===== src/rtl/demux4x16_wb_pkg.sv =====
// Shared definitions for the 4-way write-side demux: select codes, stage states
// and the one-hot commit strobe helper.
package demux4x16_wb_pkg;

    localparam int W_DEFAULT = 16;

    typedef enum logic [1:0] {
        SEL_A = 2'd0,
        SEL_B = 2'd1,
        SEL_C = 2'd2,
        SEL_D = 2'd3
    } sel_e;

    typedef enum logic {
        EMPTY = 1'b0,
        FULL  = 1'b1
    } stage_state_e;

    function automatic logic [3:0] onehot4(input logic [1:0] sel);
        return 4'b0001 << sel;
    endfunction

endpackage


===== src/rtl/demux4x16_wb_if.sv =====
// Producer-side handshake, downstream stall and destination outputs of the demux.
interface demux4x16_wb_if #(parameter int W = 16);

    logic [W-1:0] I;
    logic [1:0]   s;
    logic         in_valid;
    logic         in_ready;
    logic         hold;
    logic [W-1:0] A;
    logic [W-1:0] B;
    logic [W-1:0] C;
    logic [W-1:0] D;
    logic [3:0]   we;
    logic         busy;

    modport slave  (input  I, s, in_valid, hold,
                    output in_ready, A, B, C, D, we, busy);
    modport master (output I, s, in_valid, hold,
                    input  in_ready, A, B, C, D, we, busy);

endinterface


===== src/rtl/demux4x16_wb_stage_reg.sv =====
// Single-entry ready/valid holding register; frees its slot on the same edge
// that the entry commits, so back-to-back writes flow at one per cycle.
module demux4x16_wb_stage_reg
    import demux4x16_wb_pkg::*;
#(
    parameter int W = W_DEFAULT
) (
    input  logic         CLK,
    input  logic         Reset,
    input  logic         in_valid,
    input  logic [W-1:0] in_data,
    input  logic [1:0]   in_sel,
    input  logic         hold,
    output logic         in_ready,
    output logic         stage_valid,
    output logic [W-1:0] stage_data,
    output logic [1:0]   stage_sel
);

    stage_state_e state_q, state_d;
    logic         accept;

    assign stage_valid = (state_q == FULL);
    assign in_ready    = !stage_valid || !hold;
    assign accept      = in_valid && in_ready;

    // NOTE: state registers use non-blocking assignments so every flop samples pre-edge values.
    always_ff @(posedge CLK or posedge Reset) begin
        if (Reset) state_q <= EMPTY;
        else       state_q <= state_d;
    end

    // NOTE: default assignment first keeps this block purely combinational (no latch).
    always_comb begin
        state_d = state_q;
        unique case (state_q)
            EMPTY: if (accept)          state_d = FULL;
            FULL:  if (!hold && !accept) state_d = EMPTY;
            default:                    state_d = EMPTY;
        endcase
    end

    // NOTE: payload is left unreset on purpose; stage_valid gates every use of it.
    always_ff @(posedge CLK) begin
        if (accept) begin
            stage_data <= in_data;
            stage_sel  <= in_sel;
        end
    end

endmodule


===== src/rtl/demux4x16_wb.sv =====
// Write-side 4-way demux: stages one tagged value, then commits it into the
// selected destination register with a one-cycle one-hot write strobe.
module demux4x16_wb
    import demux4x16_wb_pkg::*;
#(
    parameter int           W         = W_DEFAULT,
    parameter logic [W-1:0] RESET_VAL = '0
) (
    input logic            CLK,
    input logic            Reset,
    demux4x16_wb_if.slave  bus
);

    logic         stage_valid;
    logic [W-1:0] stage_data;
    logic [1:0]   stage_sel;
    logic         commit;
    logic [W-1:0] dest [4];
    logic [3:0]   we_q;

    demux4x16_wb_stage_reg #(.W(W)) u_stage (
        .CLK         (CLK),
        .Reset       (Reset),
        .in_valid    (bus.in_valid),
        .in_data     (bus.I),
        .in_sel      (bus.s),
        .hold        (bus.hold),
        .in_ready    (bus.in_ready),
        .stage_valid (stage_valid),
        .stage_data  (stage_data),
        .stage_sel   (stage_sel)
    );

    assign commit = stage_valid && !bus.hold;

    // Architectural holding registers must power up to a known value, so all four are reset.
    always_ff @(posedge CLK or posedge Reset) begin
        if (Reset) begin
            for (int k = 0; k < 4; k++) dest[k] <= RESET_VAL;
            we_q <= '0;
        end else begin
            we_q <= '0;
            if (commit) begin
                dest[stage_sel] <= stage_data;
                we_q            <= onehot4(stage_sel);
            end
        end
    end

    assign bus.A    = dest[SEL_A];
    assign bus.B    = dest[SEL_B];
    assign bus.C    = dest[SEL_C];
    assign bus.D    = dest[SEL_D];
    assign bus.we   = we_q;
    assign bus.busy = stage_valid;

endmodule


===== src/flat_wrapper.sv =====
// flat-port wrapper written by rule: the top's interface ports become plain ports
module demux4x16_wb_flat import demux4x16_wb_pkg::*;
#(
    parameter int           W         = W_DEFAULT,
    parameter logic [W-1:0] RESET_VAL = '0
)
  (CLK, Reset, bus_I, bus_s, bus_in_valid, bus_hold, bus_in_ready, bus_A, bus_B, bus_C, bus_D, bus_we, bus_busy);
  demux4x16_wb_if #(.W(W)) bus_i ();
  input logic CLK;
  input logic Reset;
  input wire logic [$bits(bus_i.I)-1:0] bus_I;
  input wire logic [$bits(bus_i.s)-1:0] bus_s;
  input wire logic [$bits(bus_i.in_valid)-1:0] bus_in_valid;
  input wire logic [$bits(bus_i.hold)-1:0] bus_hold;
  output wire logic [$bits(bus_i.in_ready)-1:0] bus_in_ready;
  output wire logic [$bits(bus_i.A)-1:0] bus_A;
  output wire logic [$bits(bus_i.B)-1:0] bus_B;
  output wire logic [$bits(bus_i.C)-1:0] bus_C;
  output wire logic [$bits(bus_i.D)-1:0] bus_D;
  output wire logic [$bits(bus_i.we)-1:0] bus_we;
  output wire logic [$bits(bus_i.busy)-1:0] bus_busy;
  assign bus_i.I = bus_I;
  assign bus_i.s = bus_s;
  assign bus_i.in_valid = bus_in_valid;
  assign bus_i.hold = bus_hold;
  assign bus_in_ready = bus_i.in_ready;
  assign bus_A = bus_i.A;
  assign bus_B = bus_i.B;
  assign bus_C = bus_i.C;
  assign bus_D = bus_i.D;
  assign bus_we = bus_i.we;
  assign bus_busy = bus_i.busy;
  demux4x16_wb #(.W(W), .RESET_VAL(RESET_VAL)) u_core (.CLK(CLK), .Reset(Reset), .bus(bus_i));
endmodule

===== config.mk =====
export PLATFORM = sky130hd
export DESIGN_NAME = demux4x16_wb_flat
export DESIGN_NICKNAME = d
export VERILOG_FILES = /design/src/rtl/demux4x16_wb_pkg.sv /design/src/rtl/demux4x16_wb_if.sv /design/src/rtl/demux4x16_wb_stage_reg.sv /design/src/rtl/demux4x16_wb.sv /design/src/flat_wrapper.sv
export SDC_FILE = /design/constraint.sdc
export NUM_CORES = 1
export LEC_CHECK = 0
export CAP_MARGIN = 20
export CORE_UTILIZATION = 45
export DETAILED_ROUTE_END_ITERATION = 7
export HOLD_SLACK_MARGIN = 0.12
export PLACE_DENSITY = 0.89
export SETUP_SLACK_MARGIN = 0.1
export SLEW_MARGIN = 10
export SYNTH_ARGS = -nofsm -noshare
export SYNTH_HDL_FRONTEND = slang
export SYNTH_HIERARCHICAL = 1
export SYNTH_SLANG_ARGS = --single-unit
export TNS_END_PERCENT = 20

===== constraint.sdc =====
create_clock -name CLK -period 4.55 [get_ports CLK]
set_input_delay 0.6825 -clock CLK [delete_from_list [all_inputs] [get_ports CLK]]
set_output_delay 0.6825 -clock CLK [all_outputs]
set_load 0.1 [all_outputs]

# Word-level counts from Yosys, hierarchy flattened
# Index checks and enable logic that the tools add are counted.
dict set report op_classes {
  magnitude_cmp 2
  shift 1
  mux 7
  bitwise 2
  n_reduce_logical 8
}
# op count
set ops {}
lappend ops {{$bwmux 64} 1}
lappend ops {{$demux 16 s2} 1}
lappend ops {{$mux 16} 1}
lappend ops {{$logic_and 1x1->1} 4}
lappend ops {{$mux 4} 1}
lappend ops {{$shl 1x2->4 const A} 1}
lappend ops {{$ge 3x3->1 const B} 1}
lappend ops {{$logic_not 1->1} 3}
lappend ops {{$lt 3x1->1 const B} 1}
lappend ops {{$not 2->3} 1}
lappend ops {{$mux 1} 2}
lappend ops {{$pmux 1 s2} 1}
lappend ops {{$logic_or 1x1->1} 1}
lappend ops {{$not 1->1} 1}
dict set report word_totals {
  reg_bits 87
  in_bits 22
  output_inout_bits 70
  wordCells 28
}

# Logic depth before layout (Yosys ltp)
dict set report depth {
  ltp_word 7
  mapped_depth 4
  ltp_nobuf 2
}

# Cells and area by module
# Netlist, hierarchy kept.
# mod instances cells_each area_per_inst_um2 seq_area_each_um2
set by_module_without_submodules {}
lappend by_module_without_submodules {demux4x16_wb 1 144 2555.0 1701.6}
lappend by_module_without_submodules {demux4x16_wb_stage_reg 1 23 591.8 565.5}

# Least setup slack after synthesis
# No wires, ideal clock.
dict set report synth_path {
  path_type {reg2out}
  startpoint {register u_core.u_stage.state_q (netlist: u_core/u_stage/stage_valid)}
  endpoint {output bus_in_ready}
  arrival_time_ns 1.842
  required_time_ns 3.868
  path_slack_ns 2.025
  path_stages_with_launch 2
  n_path_buf 0
  cell_sequence {dfrtp_1 -> nand2_1}
}
dict set report synth_between {
  elab_chain_cells 2
}
# element line
set synth_rtl {}
lappend synth_rtl {{start: declaration} demux4x16_wb_stage_reg.sv:20} ;# stage_state_e state_q, state_d;
lappend synth_rtl {{start signal: assignment} demux4x16_wb_stage_reg.sv:30} ;# else state_q <= state_d;
lappend synth_rtl {{$logic_not 1->1} demux4x16_wb_stage_reg.sv:24} ;# assign in_ready = !stage_valid || !hold;
lappend synth_rtl {{$logic_or 1x1->1} demux4x16_wb_stage_reg.sv:24}
lappend synth_rtl {{end: declaration} flat_wrapper.sv:15} ;# output wire logic [$bits(bus_i.in_ready)-1:0] bus_in_ready;
# No other way between the ends.

# Worst setup path after layout
dict set report layout_path {
  startpoint {input bus_hold}
  endpoint {output bus_in_ready}
}
dict set report layout_between {
  elab_chain_cells 2
}
# element line
set layout_rtl {}
lappend layout_rtl {{start: declaration} flat_wrapper.sv:14} ;# input wire logic [$bits(bus_i.hold)-1:0] bus_hold;
lappend layout_rtl {{$logic_not 1->1} demux4x16_wb_stage_reg.sv:24}
lappend layout_rtl {{$logic_or 1x1->1} demux4x16_wb_stage_reg.sv:24}
# No other way between the ends.

==> metrics.txt <==
PortBufs 91; utilization after layout 0.6396; HPWL Detailed 4124 um; most frequent cells in the layout 91 x clkdlybuf4s50_1, 69 x dfrtp_1, 64 x mux2_2; endpoint type of the worst setup path output port; Clock power frac 0.177; number of max-cap violations 0; status completed; htree depth 3; Max Clock Freq 0.3163 GHz; period utilisation layout 0.6948; Final Hold Viols 0; DRT Wirelength 6121 um; total CTS buffers 9; TNS Setup 0 ns; via count 1816; Clock Latency Late Sink 0.34 ns; # IOs 92; Worst EP required 3.87 ns; Gate power share 0.485; Hold-fix buffers, CTS 0; main combinational cell family by area after synthesis multiplexers; clock slew at reported path FFs 0.09 ns; global placer's final weighted congestion 0.6998; Total Nets Final 288; synth warn 6; setup bufs post-CTS 0; Fin Clk Skew 0.01231 ns; post-synth top area share 0.5487; post-route design area 4322 sq um; Synth area leaders dfrtp_1 55%, mux2_2 23%, edfxtp_1 17%; Cell Area, Placed 4119 sq um; gr usage total 0.1782; Slew Limit Headroom 0.3280; num rows 30; post-synth cell types 12; first-pass GRT wire length 9729 um; vias per cell 5.174; Synth Area in XOR/XNOR 0; Synth Area in Simple Gates 0.02147; Internal Power 1.535 mW; Syn Area/Cell 18.84 sq um; CTS tree yes; Worst-Margin Slew 1.005 ns; fin cells 351; CP arrival 2.48 ns; net load switching power 1.483 mW; Seq/Total Area, Yosys 0.7205; Die Ht 85.63 um; Synth Area in Compound Gates 0.005964; Synth Cell Area 3147 sq um; Slew Viols, Final 0; Peak supply drop 0.0004319 V; RSZ-0062 raised after global routing no; worst-path maximum fanout 7; largest net degree at the start of global routing 37; # setup viols final 0; multiplexer share of the synthesized area 0.2290; Post-route DRC 0; CTS sink count 87; drt pass-1 iters 4; Die Span X 85.63 um; CP Launch Type primary input; net count after synthesis 189; diode count 0; multi-input combinational cell area 807.0 sq um; Min Hold Slack 0.5090 ns; Seq pwr share 0.338; area of the core 6756 sq um; power density over the cells 698.5 nW/um^2; most common cell after layout, fill and taps aside clkdlybuf4s50_1; initial antenna violation count 0; post-cts resize count 0; FILL cells 486; Seq. cell area 2267 sq um; cell taking the most area after synthesis dfrtp_1; Synth Register Bits 87; Synth Area in Adders 0; Starting Density 0.4657; Worst R2R Setup Slack 2.83 ns; Bufs on Longest Clock Path 2; Mapped Cells 167; vias in the first global route 1887; GR Overflow Total 0; full die area 7332 sq um; ANT nets after route 0; share of layout cells above drive strength 1 0.3284; worst min path class in -> async; switch share 0.4914; Tmin final 3.161 ns; initial DRC count 31; dpl cells 335; P_leak 1.777 nW; Layout area overhead 37.34%; DR WL/cell 17.44 um; Setup Crit Path Kind in -> out; root buf cell clkbuf_8
stage by stage:
step / worst slack (ns) / total power [mW]
after CTS: 1.387 / 3.046
after detailed placement: 1.385 / 2.504
after floorplan: 2.025 / 2.154
after global placement: 1.420 / 2.484
final: 1.389 / 3.019
after global routing: 1.334 / 3.117
layout make-up:
cell class / count / area share
flip-flops and latches: 87 / 0.5246
repair buffers: 94 / 0.2160
multi-input cells: 71 / 0.1867
clock buffers: 9 / 0.02866
well taps: 80 / 0.02316
clock inverters: 7 / 0.01824
inverters: 3 / 0.002606
synth_stat cells, drive strengths merged:
cell / count
dfrtp: 69
mux2: 64
edfxtp: 18
buf: 6
inv: 3
and4bb: 2
a21boi: 1
a21o: 1
nand2: 1
nand4b: 1
nor4b: 1
sequential cells by signal (all words and copies together), names as in the netlist:
| register | cells |
|---|---|
| u_core/bus.A | 16 |
| u_core/bus.B | 16 |
| u_core/bus.C | 16 |
| u_core/bus.D | 16 |
| u_core/bus.we | 4 |
| u_core/u_stage/stage_data | 16 |
| u_core/u_stage/stage_sel | 2 |
| u_core/u_stage/stage_valid | 1 |
worst paths after layout:
kind                                                 start                    endpoint  cells past startpoint
worst max-delay path                              bus_hold                bus_in_ready                      3
worst min-delay path                                 Reset  u_core/u_stage/stage_valid                      2
worst max register to register  u_core/u_stage/stage_valid             u_core/bus.D[2]                      2
worst min register to register             u_core/bus.A[8]             u_core/bus.A[8]                      1
max in group asynchronous                            Reset            u_core/bus.D[15]                      3
min in group CLK                           u_core/bus.A[8]             u_core/bus.A[8]                      1
cell families (layout without fill, tap and decap cells):
kind of cell / count (synthesis) / after routing
DFF: 87 / 87
muxes: 64 / 64
buffers and inverters: 9 / 113
and+or+nand+nor: 5 / 5
AOI/OAI and AO/OA: 2 / 2
worst max-delay path, cell delays in order:
cell and delay [ns]:
clkdlybuf4s50_1 0.54, nand2_1 0.12, clkdlybuf4s50_1 1.13
power by group through the flow:
stage          Combinational (mW)  Clock (mW)  Sequential [mW]
3_5_place_dp                 1.47           0             1.04
2_1_floorplan               0.150           0             2.00
3_3_place_gp                 1.46           0             1.03
6_report                     1.46       0.535             1.02
4_1_cts                      1.47       0.553             1.02
5_1_grt                      1.49       0.583             1.04
metal layers:
metal | routed length [um] | track usage | vias up
li1 | - | - | 807
met1 | 2595 | 0.2189 | 928
met2 | 2959 | 0.2851 | 71
met3 | 463 | 0.06160 | 10
met4 | 102 | 0.08333 | 0
met5 | 0 | 0 | -
No activity file was read; power rests on OpenSTA's default activity.
